<file path="src/rtl/sram_pkg.sv">
// Shared types and constants for the SRAM write controller.
package sram_pkg;

    typedef enum logic [2:0] {
        IDLE,
        PRECHARGE,
        DRIVE,
        WORDLINE,
        RECOVER
    } state_t;

    localparam int CNT_W       = 4;
    localparam int DEF_PRE_CYC = 2;
    localparam int DEF_WL_CYC  = 3;

endpackage

</file>
<file path="src/rtl/sram_write_ctrl_row_decoder.sv">
// One-hot wordline decoder; addresses at or beyond ROWS select no row.
module row_decoder #(
    parameter int ROWS = 16,
    parameter int AW   = 4
) (
    input  logic [AW-1:0]   addr,
    input  logic            en,
    output logic [ROWS-1:0] wl
);

    always_comb begin
        wl = '0;
        for (int i = 0; i < ROWS; i++) begin
            wl[i] = en && (addr == AW'(i));
        end
    end

endmodule

</file>
<file path="src/rtl/sram_write_ctrl.sv">
// SRAM write sequencer: precharge, drive, wordline pulse, recover; all outputs registered.
// Optional per-column write mask enabled by defining SRAM_WR_MASK_EN.
module sram_write_ctrl
    import sram_pkg::*;
#(
    parameter int COLS    = 8,
    parameter int ROWS    = 16,
    parameter int PRE_CYC = DEF_PRE_CYC,
    parameter int WL_CYC  = DEF_WL_CYC,
    localparam int AW     = (ROWS > 1) ? $clog2(ROWS) : 1
) (
    input  logic            clk,
    input  logic            rst,
    // Handshake: a request transfers on a rising edge where req_valid && req_ready.
    input  logic            req_valid,
    output logic            req_ready,
    input  logic [AW-1:0]   req_addr,
    input  logic [COLS-1:0] req_data,
`ifdef SRAM_WR_MASK_EN
    input  logic [COLS-1:0] req_mask,
`endif
    output logic [COLS-1:0] data_in,
    output logic [COLS-1:0] wd_en,
    output logic            pre_en,
    output logic [ROWS-1:0] wl,
    output logic            done,
    output logic            done_err,
    output state_t          dbg_state
);

    state_t            state_q, state_d;
    logic [CNT_W-1:0]  cnt_q, cnt_d;
    logic [AW-1:0]     addr_q, addr_d;
    logic [COLS-1:0]   data_q, data_d;
    logic [COLS-1:0]   mask_d;
    logic              err_q, err_d;
    logic              ready_q, ready_d;
    logic              pre_q, pre_d;
    logic [COLS-1:0]   wd_q, wd_d;
    logic [ROWS-1:0]   wl_q, wl_d;
    logic              done_q, done_d;
    logic              done_err_q, done_err_d;
    logic              accept;

`ifdef SRAM_WR_MASK_EN
    logic [COLS-1:0] mask_q;
`endif

    assign accept = req_valid && ready_q;

    always_comb begin
        state_d = state_q;
        cnt_d   = cnt_q;
        addr_d  = addr_q;
        data_d  = data_q;
        err_d   = err_q;
`ifdef SRAM_WR_MASK_EN
        mask_d  = mask_q;
`else
        mask_d  = '1;
`endif
        case (state_q)
            IDLE: begin
                if (accept) begin
                    state_d = PRECHARGE;
                    cnt_d   = CNT_W'(PRE_CYC - 1);
                    addr_d  = req_addr;
                    data_d  = req_data;
                    err_d   = 32'(req_addr) >= ROWS;
`ifdef SRAM_WR_MASK_EN
                    mask_d  = req_mask;
`endif
                end
            end
            PRECHARGE: begin
                if (cnt_q == '0) state_d = DRIVE;
                else             cnt_d   = cnt_q - 1'b1;
            end
            DRIVE: begin
                state_d = WORDLINE;
                cnt_d   = CNT_W'(WL_CYC - 1);
            end
            WORDLINE: begin
                if (cnt_q == '0) state_d = RECOVER;
                else             cnt_d   = cnt_q - 1'b1;
            end
            RECOVER: state_d = IDLE;
            default: state_d = IDLE;
        endcase
    end

    // Outputs are derived from the next state so they change on the same edge as the state.
    row_decoder #(.ROWS(ROWS), .AW(AW)) u_row_decoder (
        .addr (addr_d),
        .en   (state_d == WORDLINE),
        .wl   (wl_d)
    );

    always_comb begin
        ready_d    = (state_d == IDLE);
        pre_d      = (state_d == PRECHARGE);
        wd_d       = (state_d == DRIVE || state_d == WORDLINE || state_d == RECOVER) ? mask_d : '0;
        done_d     = (state_d == RECOVER);
        done_err_d = done_d && err_d;
    end

    always_ff @(posedge clk) begin
        if (rst) begin
            state_q    <= IDLE;
            cnt_q      <= '0;
            addr_q     <= '0;
            data_q     <= '0;
            err_q      <= 1'b0;
            ready_q    <= 1'b0;
            pre_q      <= 1'b0;
            wd_q       <= '0;
            wl_q       <= '0;
            done_q     <= 1'b0;
            done_err_q <= 1'b0;
        end else begin
            state_q    <= state_d;
            cnt_q      <= cnt_d;
            addr_q     <= addr_d;
            data_q     <= data_d;
            err_q      <= err_d;
            ready_q    <= ready_d;
            pre_q      <= pre_d;
            wd_q       <= wd_d;
            wl_q       <= wl_d;
            done_q     <= done_d;
            done_err_q <= done_err_d;
        end
    end

`ifdef SRAM_WR_MASK_EN
    always_ff @(posedge clk) begin
        if (rst) mask_q <= '0;
        else     mask_q <= mask_d;
    end
`endif

    assign req_ready = ready_q;
    assign data_in   = data_q;
    assign wd_en     = wd_q;
    assign pre_en    = pre_q;
    assign wl        = wl_q;
    assign done      = done_q;
    assign done_err  = done_err_q;
    assign dbg_state = state_q;

endmodule

</file>
<file path="config.mk">
export PLATFORM = sky130hd
export DESIGN_NAME = sram_write_ctrl
export DESIGN_NICKNAME = d
export VERILOG_FILES = /design/src/rtl/sram_pkg.sv /design/src/rtl/sram_write_ctrl_row_decoder.sv /design/src/rtl/sram_write_ctrl.sv
export SDC_FILE = /design/constraint.sdc
export NUM_CORES = 1
export LEC_CHECK = 0
export ABC_AREA = 1
export BUFFER_PORTS_ARGS = -buffer_cell sky130_fd_sc_hd__buf_2
export CORE_MARGIN = 3
export CORE_UTILIZATION = 40
export CTS_CLUSTER_SIZE = 20
export DETAILED_ROUTE_END_ITERATION = 12
export PLACE_DENSITY = 0.68
export SYNTH_ARGS = -nofsm -noshare
export SYNTH_HDL_FRONTEND = slang
export SYNTH_SLANG_ARGS = --single-unit
</file>
<file path="constraint.sdc">
create_clock -name clk -period 1.5 [get_ports clk]
set_clock_uncertainty 0.1 [all_clocks]
set_input_delay 0.075 -clock clk [delete_from_list [all_inputs] [get_ports clk]]
set_output_delay 0.075 -clock clk [all_outputs]
set_load 0.02 [all_outputs]
</file>
==> results of run 1 <==
[Yosys cell counts]
cell type / number
nand2_1: 47
dfxtp_1: 41
nor2_1: 32
inv_1: 20
a21oi_1: 11
buf_4: 8
nand3_1: 7
o21ai_0: 6
nand2_2: 5
nand4_1: 4
nor3_1: 3
clkbuf_1: 2
ha_1: 2
nand3_2: 2
a211oi_1: 1
a21oi_2: 1
buf_6: 1
clkinv_1: 1
nand4_2: 1
nor2_2: 1
o21a_1: 1
o21ai_1: 1
o21ai_2: 1
[flip-flops by register name, indices dropped and copies added, names as in the netlist]
signal	cells
done	1
req_ready	1
err_q	1
wd_en	1
wl	16
data_in	8
done_err	1
dbg_state	3
addr_q	4
cnt_q	4
pre_en	1
[worst max path at each step]
stage	start	depth (start not counted)	end
4_1_cts	cnt_q[0]	7	wl[14]
3_5_place_dp	cnt_q[0]	7	wl[14]
3_3_place_gp	cnt_q[0]	7	wl[12]
6_report	cnt_q[1]	7	done_err
5_1_grt	cnt_q[1]	7	done_err
2_1_floorplan	req_ready	8	wl[4]
[cell families (layout without fill, tap and decap cells)]
| logic type | Yosys count | count (layout) | synth area share (%) |
|---|---|---|---|
| AND/OR/NAND/NOR | 102 | 102 | 28.2 |
| AO/OA/AOI/OAI | 22 | 22 | 7.82 |
| flip-flops | 41 | 41 | 52.4 |
| buffers and inverters | 32 | 101 | 10.1 |
| adder cells (fa/ha/maj) | 2 | 2 | 1.60 |
[critical path, cell delays in order (launching register included)]
cell	delay (ns)
dfxtp_1	0.31
inv_1	0.12
ha_1	0.16
nand4_1	0.14
buf_6	0.18
nor2_1	0.09
nand2_1	0.10
nor3_1	0.15
[what timing repair did]
action | in CTS | in global routing
endpoints found under the setup margin | 0 | 22
gates resized for setup | 0 | 18
hold endpoints to repair | 12 | 0
hold buffers | 10 | 0
[per-stage QoR]
| stage | cells | util [%] | setup slack [ns] |
|---|---|---|---|
| final | 316 | 57.0 | 0.0784 |
| after global routing | 316 | 57.0 | -0.0116 |
| after CTS | 316 | 55.9 | 0.0178 |
| after detailed placement | 298 | 50.6 | 0.0346 |
| after global placement | 298 | 50.6 | 0.0747 |
| after floorplan | 199 | - | 0.0996 |
[metal layers]
layer / part of all wire, % / GRT usage [%] / vias up
li1: - / - / 754
met1: 47 / 19.5 / 630
met2: 46 / 26.2 / 44
met3: 6.0 / 4.38 / 3
met4: 0.95 / 5.96 / 0
met5: 0 / 0 / -
[report_power, final]
group	total, W	internal, W	switching, W
Sequential	0.00136	0.00126	0.000103
Combinational	0.00155	0.000542	0.00101
Clock	0.000744	0.000372	0.000372
[layout by cell type, fill, tap and decap left out]
master         Yosys  layout
nand4_1            4       4
ha_1               2       2
dfxtp_1           41      38
inv_1             20      18
nand2_1           47      44
dlygate4sd3_1      0      10
inv_2              0       1
buf_6              1       1
clkinv_4           0       1
o21ai_2            1       1
nand2_4            0       1
nand3_1            7       7
clkbuf_8           0       6
nand4_4            0       1
nor2_2             1       2
dfxtp_2            0       3
inv_4              0       1
nor3_1             3       3
o21ai_1            1       4
clkinv_2           0       1
nand2_2            5       7
nand3_2            2       2
o21a_1             1       1
a21oi_2            1       1
nor2_4             0       1
clkinv_1           1       1
buf_2              0      53
nor2_1            32      30
buf_4              8       8
a211oi_1           1       1
a21oi_1           11      11
o21ai_0            6       3
[final cells by class]
cell class              instances  area (um^2)  share of cell area, %
clock inverters                 2         13.8                  0.649
clock buffers                   6         82.6                   3.90
inverters                      21         81.3                   3.84
multi-input cells             126          621                   29.3
flip-flops and latches         41          825                   38.9
repair buffers                 72          437                   20.6
well taps                      48         60.1                   2.83
==> key figures, run 1 <==
Place
  • Routability cong.: 0.881
  • DP Area: 1880 um^2
  • Hpwl dp: 2.48 mm
  • Port Buf Inserts: 53

Floorplan
  • Row count: 22
  • Initial Util: 42.2%
  • Die Area: 4710 um^2
  • I/O pin count: 54
  • Core area: 3720 um^2
  • Die Wd: 68.6 um
  • Die Span Y: 68.6 um

CTS
  • TritonCTS Buffers: 5
  • Maximum buffer depth of the clock tree: 2
  • Clk_lat worst skew: 0.29 ns
  • Post-CTS Setup Inserts: 0
  • CTS tree: yes
  • Sinks on Clock Net: 41
  • Clock Tree Root: clkbuf_8
  • Clk pin slew, worst setup/hold paths: 0.07 ns
  • H-Tree Depth: 2

Status
  • Status: finished clean

Logic synthesis
  • Flops & latches, synth: 41
  • Syn_area_per_cell: 7.88 um^2
  • Yosys warnings: 0
  • Sequential area share after synthesis: 52.4%
  • Cell taking the most area after synthesis: dfxtp_1
  • Synth Cell Area: 1570 um^2
  • Distinct cells, synth: 23
  • Proportion of netlist area held by the largest area contributor: 52.4%
  • Synth Instances: 199
  • Largest cells by area after synthesis: dfxtp_1, nand2_1, nor2_1
  • Syn_nets: 216

Worst setup path
  • Crit start category: register
  • Cells on worst reg2reg path: 7
  • CP Class: register to register
  • Flop-to-flop setup slack: 0.08 ns
  • Worst R2R Start: cnt_q[1]
  • CP endpoint kind: register
  • Worst-path fanout max: 6
  • CP Data Required Time: 1.62 ns
  • Worst R2R End: done_err
  • Data arrival time of the worst path: 1.54 ns

Finish
  • Layout cells sized above 1: 34.0%
  • Filler Cell Count: 333
  • Post-route cell area: 2120 um^2
  • Layout area overhead: 35.2%
  • Final net count: 284
  • Antenna Cells: 0

Drt
  • Routed len/inst: 11.3 um
  • # DRC: 0
  • Routed WL: 3.57 mm
  • Via density: 4.53
  • DRT antenna net count: 0
  • DR iter-0 viols: 51
  • First-pass DRT Iterations: 4
  • Via count: 1431

Timing
  • Fmax: 703 MHz
  • Setup tns final: 0 ns
  • Measured slew at the worst slew-check pin: 0.319 ns
  • Final period util: 94.8%
  • Rel. slew slack: 78.6%
  • Minimum clock period: 1.42 ns
  • Fin. max-slew vios: 0
  • WHS: 0.153 ns
  • Final setup vio count: 0
  • Fin. Hold Viols: 0

Global route
  • Pin count of the biggest net entering global routing: 14
  • Initial antenna violation count: 0
  • Number of global-route vias before repair: 1287
  • Remaining Overflow, GRT: 0
  • First-pass GRT wire length: 5.47 mm
  • GRT Util Overall: 15.8%

Power and ir drop
  • Lkg Pwr: 1.06 nW
  • PwrDens: 1730 nW/um^2
  • Worst IR Drop VDD: 0.838 mV
  • Tot Pwr: 0.00366 W

Hold path
  • Worst Hold Launch: req_valid
  • Hold Path Stages: 4
  • Min-delay worst type: input pin to register
  • Worst hold endpoint: req_ready

Run
  • MaxCap Viol Count: 0
Power figures use the tool's default switching activity.
==> inputs of run 2 (changes only) <==
- BUFFER_PORTS_ARGS: -buffer_cell sky130_fd_sc_hd__buf_2 -> unset
- DONT_BUFFER_PORTS: unset -> 1
- PLACE_DENSITY: 0.68 -> 0.56
- SKIP_LAST_GASP: unset -> 1
- SYNTH_HIERARCHICAL: unset -> 1
==> run 2 against run 1 <==
The flow now finishes with violations (negative hold slack, negative setup slack). Wire length decreased by 7.2%. Hold slack got worse by 0.41 ns. Via count decreased by 5.4%. Core utilization decreased by 5.6 points. Power increased by 8.4%. Sequential power increased by 12%. Sequential cell count unchanged. Non-clock buffer count decreased by 43. Worst setup slack got worse by 0.088 ns. Area after synthesis increased by 8.7%.
==> key figures, run 2 <==
Power and ir drop
  • Lkg Pwr: 0.908 nW (-14%)
  • Pint: 0.00231 W (+6.1%)
  • Switching part of the total: 41.9% (+1.3 points)
  • Worst IR Drop VDD: 0.876 mV (+4.5%)
  • Share of power burned in registers: 38.2% (+1.0 points)
  • Logic pwr share: 43.7% (+1.3 points)
  • PwrDens: 1900 nW/um^2 (+10%)
  • NetSw: 0.00166 W (+12%)
  • Clock power frac: 18.1% (-2.2 points)

Logic synthesis
  • Synth top cells by count: nor2_1, inv_1, dfxtp_1, nand2_1, o21ai_0
  • Largest cells by area after synthesis: dfxtp_1, nor2_1, inv_1
  • Sequential area share after synthesis: 48.2% (-4.2 points)
  • Synth Cell Area: 1700 um^2 (+8.7%)
  • Yosys warnings: 6 (+6)
  • Distinct cells, synth: 24 (+4.3%)
  • Async S/R FF share, synth: 0% (unchanged)
  • Top-count cell post-synth: nor2_1
  • Synth Instances: 229 (+15%)
  • Syn_nets: 246 (+14%)
  • Syn_area_per_cell: 7.44 um^2 (-5.5%)
  • Synth Flop Type: dfxtp_1
  • Proportion of netlist area held by the largest area contributor: 48.2% (-4.2 points)
  • Cell taking the most area after synthesis: dfxtp_1
  • EDFF count, synth: 0 (unchanged)
  • Flops & latches, synth: 41 (unchanged)

Timing
  • Fin. Hold Viols: 27 (+27)
  • Final setup vio count: 3 (+3)
  • Fin worst setup slack: -0.00971 ns (-0.0881 ns)
  • Rel. slew slack: 70.9% (-7.7 points)
  • Unrepaired setup endpoints after global routing: true
  • Minimum clock period: 1.51 ns (+0.0881 ns)
  • Fin. max-slew vios: 0 (unchanged)
  • Measured slew at the worst slew-check pin: 0.441 ns (+0.121 ns)
  • Setup tns final: -0.0271 ns (-0.0271 ns)
  • Final period util: 101% (+5.9 points)
  • WHS: -0.257 ns (-0.410 ns)
  • Fmax: 662 MHz (-5.8%)

Floorplan
  • Die Wd: 71.3 um (+3.9%)
  • Initial Util: 42.0% (-0.19 points)
  • Die Span Y: 71.3 um (+3.9%)
  • Die Area: 5080 um^2 (+7.9%)
  • Row count: 23 (+4.5%)
  • I/O pin count: 54 (unchanged)
  • Core area: 4060 um^2 (+9.2%)

Worst setup path
  • Crit start category: register
  • CP Class: register to register
  • Worst R2R End: wl[14]
  • CP endpoint kind: register
  • Worst-path fanout max: 5 (-1)
  • Crit-path slowest cell: dfxtp_2
  • Data arrival time of the worst path: 1.64 ns (+0.10 ns)
  • CP cell instances: nor2_4 -> nand4_4 -> inv_4 -> nand2_1 -> o21ai_2 -> inv_2 -> inv_1 -> nand3_2 -> nor2_1 -> inv_1 -> nor2_1
  • Flop-to-flop setup slack: -0.01 ns (-0.09 ns)
  • CP Data Required Time: 1.63 ns (about the same)
  • CP max stage delay: 0.35 ns (+0.04 ns)
  • Cells on worst reg2reg path: 11 (+4)
  • Worst R2R Start: dbg_state[0]

Global route
  • GRT Util Overall: 14.5% (-1.4 points)
  • Initial antenna violation count: 0 (unchanged)
  • Pin count of the biggest net entering global routing: 28 (+14)
  • First-pass GRT wire length: 5.80 mm (+5.9%)
  • Remaining Overflow, GRT: 0 (unchanged)
  • Number of global-route vias before repair: 1313 (+2.0%)

Finish
  • Layout cells sized above 1: 29.4% (-4.5 points)
  • Layout area overhead: 22.5%
  • Filler Cell Count: 408 (+23%)
  • Commonest cells after routing, fill and taps aside: nor2_1, inv_1, dfxtp_1
  • Commonest non-fill, non-tap cell in the layout: nor2_1
  • Area of the multi-input gates: 687 um^2 (+11%)
  • Antenna Cells: 0 (unchanged)
  • Final net count: 271 (-4.6%)
  • Register Area: 831 um^2 (+0.76%)
  • Largest register FFs: 16 (unchanged)

Drt
  • First-pass DRT Iterations: 4 (unchanged)
  • Routed WL: 3.31 mm (-7.2%)
  • Routed len/inst: 10.9 um (-3.8%)
  • # DRC: 0 (unchanged)
  • DRT antenna net count: 0 (unchanged)
  • Via density: 4.44 (-2.0%)
  • DR iter-0 viols: 53 (+3.9%)
  • Via count: 1354 (-5.4%)

CTS
  • Clock Tree Root: clkbuf_8
  • Clk_lat worst skew: 0.29 ns (about the same)
  • Sinks on Clock Net: 41 (unchanged)
  • Clk pin slew, worst setup/hold paths: 0.08 ns (about the same)
  • H-Tree Depth: 2 (unchanged)
  • TritonCTS Buffers: 5 (unchanged)
  • Maximum buffer depth of the clock tree: 2 (unchanged)
  • CTS Hold Buffers Added: 8 (-2)
  • CTS tree: yes

Hold path
  • Hold Path Stages: 1 (-3)
  • Min-delay worst type: input pin to register
  • Worst hold endpoint: dbg_state[1]
  • Worst Hold Launch: rst

Run
  • MaxCap Viol Count: 0 (unchanged)

Status
  • Status: finished with violations
  • Failing checks: negative hold slack, negative setup slack

Place
  • Hpwl dp: 2.30 mm (-7.4%)
  • Routability cong.: 0.798 (-9.4%)
  • Port Buf Inserts: 0 (-100%)
run 2: cell types whose count changed after synthesis, moves of 2 or more:
cell / delta
clkbuf_1: -2
nand2_1: -21
nand3_2: -2
nand4_1: -3
nand2_2: -4
nor2_1: +25
a21oi_1: -8
inv_1: +24
buf_1: +3
nand3_1: +2
o21ai_0: +7
nor2_2: +9
run 2: power groups by stage:
stage / clock network, W / registers [W] / logic (W)
2_1_floorplan: 0 / 0.00160 / 0.00118
3_3_place_gp: 0 / 0.00154 / 0.00156
3_5_place_dp: 0 / 0.00154 / 0.00157
4_1_cts: 0.000743 / 0.00152 / 0.00168
5_1_grt: 0.000787 / 0.00155 / 0.00195
6_report: 0.000718 / 0.00152 / 0.00173
run 2: per-layer routing:
layer | vias up | GRT usage [%] | share of wire [%]
met5 | - | 0 | 0
met4 | 0 | 6.26 | 1.8
met3 | 7 | 4.63 | 6.2
met2 | 42 | 23.0 | 45
met1 | 584 | 18.0 | 47
li1 | 721 | - | -
run 2: cells by family after synthesis:
logic type               synth area share [%]
adder cells (fa/ha/maj)                  1.47
XOR/XNOR                                0.514
AND/OR/NAND/NOR                          28.2
AO/OA/AOI/OAI                            6.17
buffers and inverters                    15.5
flip-flops                               48.2
run 2: how the worst max path moves through the flow:
stage                       from  endpoint  slack (ns)  cells after the start
floorplan           dbg_state[1]    wl[12]       -0.05                     11
global placement    dbg_state[1]    wl[12]      -0.008                     11
detailed placement  dbg_state[1]    wl[12]       -0.04                     11
CTS                 dbg_state[0]    wl[12]       -0.01                     11
global route        dbg_state[0]     wl[2]       -0.18                     11
finish              dbg_state[0]    wl[14]       -0.01                     11
run 2: area by class of cell:
class	instances	area share, %
Timing Repair Buffer	29	11.4
Inverter	46	8.51
Clock inverter	3	0.779
Clock buffer	5	3.30
Multi-Input combinational cell	130	32.9
Timing Repair inverter	1	0.359
Tap cell	50	3.00
Sequential cell	41	39.8
run 2: repair_timing:
| item | 4_1_cts | 5_1_grt |
|---|---|---|
| pin swaps | 2 | 1 |
| endpoints found under the setup margin | 13 | 18 |
| gates cloned | 1 | 0 |
| buffers inserted | 2 | 1 |
| resized for setup | 8 | 8 |
| hold endpoints to repair | 35 | 27 |
run 2: worst max-delay path, delay by kind of cell, from the launching register on:
family	cells	cell delay, ns
AOI/OAI and AO/OA	1	0.07
DFF	1	0.35
buffers and inverters	4	0.35
and+or+nand+nor	6	0.59
run 2: stage by stage:
| step | cell area [um^2] | cells | total power, W | util (%) | setup slack, ns |
|---|---|---|---|---|---|
| finish | 2090 | 305 | 0.00397 | 51.5 | -0.00971 |
| detailed placement | 1850 | 285 | 0.00310 | 45.5 | -0.0354 |
| floorplan | 1740 | 229 | 0.00278 | - | -0.0521 |
| global route | 2090 | 305 | 0.00429 | 51.5 | -0.183 |
| global placement | 1850 | 285 | 0.00310 | 45.5 | -0.00810 |
| CTS | 2060 | 304 | 0.00395 | 50.7 | -0.0110 |
==> inputs of run 3 (changes only) <==
- BUFFER_PORTS_ARGS: unset -> -buffer_cell sky130_fd_sc_hd__buf_4
- CTS_CLUSTER_DIAMETER: unset -> 120
- DONT_BUFFER_PORTS: 1 -> unset
- PLACE_DENSITY: 0.56 -> 0.67
==> run 3 against run 2 <==
The flow finishes with violations (negative setup slack). Critical path depth is the same. Hold slack gained 0.40 ns. Worst setup slack lost 0.045 ns. Register-to-register slack lost 0.04 ns. Sequential power shrank 6%. Non-clock buffer count grew 58. Combinational power grew 40%. Die area is the same. Maximum frequency shrank 2.9%. Clock power shrank 4.0%. Wire length grew 18%. Largest power group unchanged. Highest routed layer unchanged.
==> key figures, run 3 (same netlist as run 2, synthesis figures left out) <==
Status
  • Failing checks: negative setup slack
  • Status: finished with violations

CTS
  • Clk_lat worst skew: 0.29 ns (about the same)
  • Clk pin slew, worst setup/hold paths: 0.08 ns (about the same)
  • CTS tree: yes
  • Sinks on Clock Net: 41 (unchanged)
  • Clock Tree Root: clkbuf_8
  • H-Tree Depth: 2 (unchanged)
  • Maximum buffer depth of the clock tree: 2 (unchanged)
  • TritonCTS Buffers: 5 (unchanged)

Floorplan
  • Row count: 23 (unchanged)
  • Initial Util: 42.0% (unchanged)
  • Die Span Y: 71.3 um (unchanged)
  • Die Area: 5080 um^2 (unchanged)
  • Core area: 4060 um^2 (unchanged)
  • Die Wd: 71.3 um (unchanged)
  • I/O pin count: 54 (unchanged)

Power and ir drop
  • Pint: 0.00267 W (+16%)
  • PwrDens: 1750 nW/um^2 (-8.1%)
  • Switching part of the total: 41.3% (-0.53 points)
  • Share of power burned in registers: 31.5% (-6.7 points)
  • NetSw: 0.00188 W (+13%)
  • Logic pwr share: 53.3% (+9.6 points)
  • Worst IR Drop VDD: 0.862 mV (-1.6%)
  • Lkg Pwr: 1.22 nW (+34%)
  • Clock power frac: 15.1% (-3.0 points)

Drt
  • Routed WL: 3.92 mm (+18%)
  • Via count: 1584 (+17%)
  • First-pass DRT Iterations: 4 (unchanged)
  • DR iter-0 viols: 60 (+13%)
  • Via density: 4.38 (-1.4%)
  • Routed len/inst: 10.8 um (-0.47%)
  • DRT antenna net count: 0 (unchanged)
  • # DRC: 0 (unchanged)

Place
  • Routability cong.: 0.861 (+7.9%)
  • Hpwl dp: 2.64 mm (+15%)
  • Port Buf Inserts: 53 (+53)
  • DP Area: 2240 um^2 (+21%)

Timing
  • Final period util: 104% (+3.0 points)
  • Fin worst setup slack: -0.0543 ns (-0.0446 ns)
  • Fin. Hold Viols: 0 (-100%)
  • Unrepaired setup endpoints after global routing: true
  • Minimum clock period: 1.55 ns (+0.0446 ns)
  • Rel. slew slack: 79.4% (+8.5 points)
  • Fmax: 643 MHz (-2.9%)
  • Setup tns final: -0.268 ns (-0.241 ns)
  • Fin. max-slew vios: 0 (unchanged)
  • Measured slew at the worst slew-check pin: 0.308 ns (-0.132 ns)
  • Final setup vio count: 11 (+8)

Finish
  • Layout cells sized above 1: 44.9% (+15 points)
  • Antenna Cells: 0 (unchanged)
  • Commonest cells after routing, fill and taps aside: buf_4, nor2_1, dfxtp_1
  • Largest register FFs: 16 (unchanged)
  • Final net count: 328 (+21%)
  • Post-route cell area: 2610 um^2 (+25%)
  • Commonest non-fill, non-tap cell in the layout: buf_4
  • Layout area overhead: 52.9%

Run
  • MaxCap Viol Count: 0 (unchanged)

Global route
  • Pin count of the biggest net entering global routing: 16 (-43%)
  • Initial antenna violation count: 0 (unchanged)
  • Number of global-route vias before repair: 1459 (+11%)
  • GRT Util Overall: 15.8% (+1.4 points)
  • Remaining Overflow, GRT: 0 (unchanged)
  • First-pass GRT wire length: 6.40 mm (+10%)

Worst setup path
  • CP Class: register to register
  • Data arrival time of the worst path: 1.68 ns (+0.04 ns)
  • CP Data Required Time: 1.63 ns (about the same)
  • CP endpoint kind: register
  • Crit start category: register
  • Worst-path fanout max: 8 (+3)

Hold path
  • Min-delay worst type: input pin to register
-- run 3: worst max-delay path: stages, from the launching register on --
cell      delay, ns
dfxtp_4        0.36
inv_4          0.04
nand4_4        0.09
clkinv_4       0.10
buf_4          0.15
o21ai_4        0.16
inv_4          0.07
inv_4          0.08
nand3_4        0.08
nor2_2         0.12
inv_1          0.05
nor2_1         0.07
-- run 3: per-stage QoR --
stage	instances	worst slack (ns)	util (%)	hold WS [ns]	total power, W
3_5_place_dp	338	-0.0293	55.3	0.234	0.00343
5_1_grt	362	-0.164	64.2	0.146	0.00487
3_3_place_gp	338	-0.0115	55.3	0.226	0.00340
4_1_cts	358	-0.0255	61.0	0.127	0.00428
6_report	362	-0.0543	64.2	0.143	0.00455
2_1_floorplan	229	-0.0521	-	0.139	0.00278
-- run 3: area by class of cell --
class                           instances  area, um^2
Clock buffer                            6        72.6
Clock inverter                          2        10.0
Fill cell                             360        1450
Inverter                               46         193
Multi-Input combinational cell        130         756
Sequential cell                        41         830
Tap cell                               50        62.6
Timing Repair Buffer                   87         683
-- run 3: worst paths after layout --
check                    start        end  slack, ns  cells past startpoint
setup reg to reg  dbg_state[2]      wl[4]      -0.05                     11
setup / recovery  dbg_state[2]      wl[4]      -0.05                     11
hold reg to reg          err_q   done_err       0.35                      2
hold / removal       req_valid  req_ready       0.14                      4
-- run 3: repair_timing --
item,4_1_cts,5_1_grt
setup buffers,3,4
endpoints found under the setup margin,13,16
pin swaps,5,5
endpoints found under the hold margin,21,0
hold buffers,9,0
gates cloned,0,0
gates resized for setup,12,29
-- run 3: metal layers --
| layer | track usage [%] | routed length (um) | up-vias |
|---|---|---|---|
| met5 | 0 | 0 | - |
| met1 | 18.8 | 1680 | 704 |
| met2 | 27.2 | 1990 | 38 |
| met3 | 4.07 | 174 | 6 |
| li1 | - | - | 836 |
| met4 | 6.26 | 68 | 0 |
-- run 3: power groups by stage --
stage	sequential [W]	combinational, W	clock (W)
global route	0.00146	0.00265	0.000755
CTS	0.00143	0.00214	0.000712
finish	0.00143	0.00243	0.000689
floorplan	0.00160	0.00118	0
detailed placement	0.00145	0.00198	0
global placement	0.00144	0.00196	0
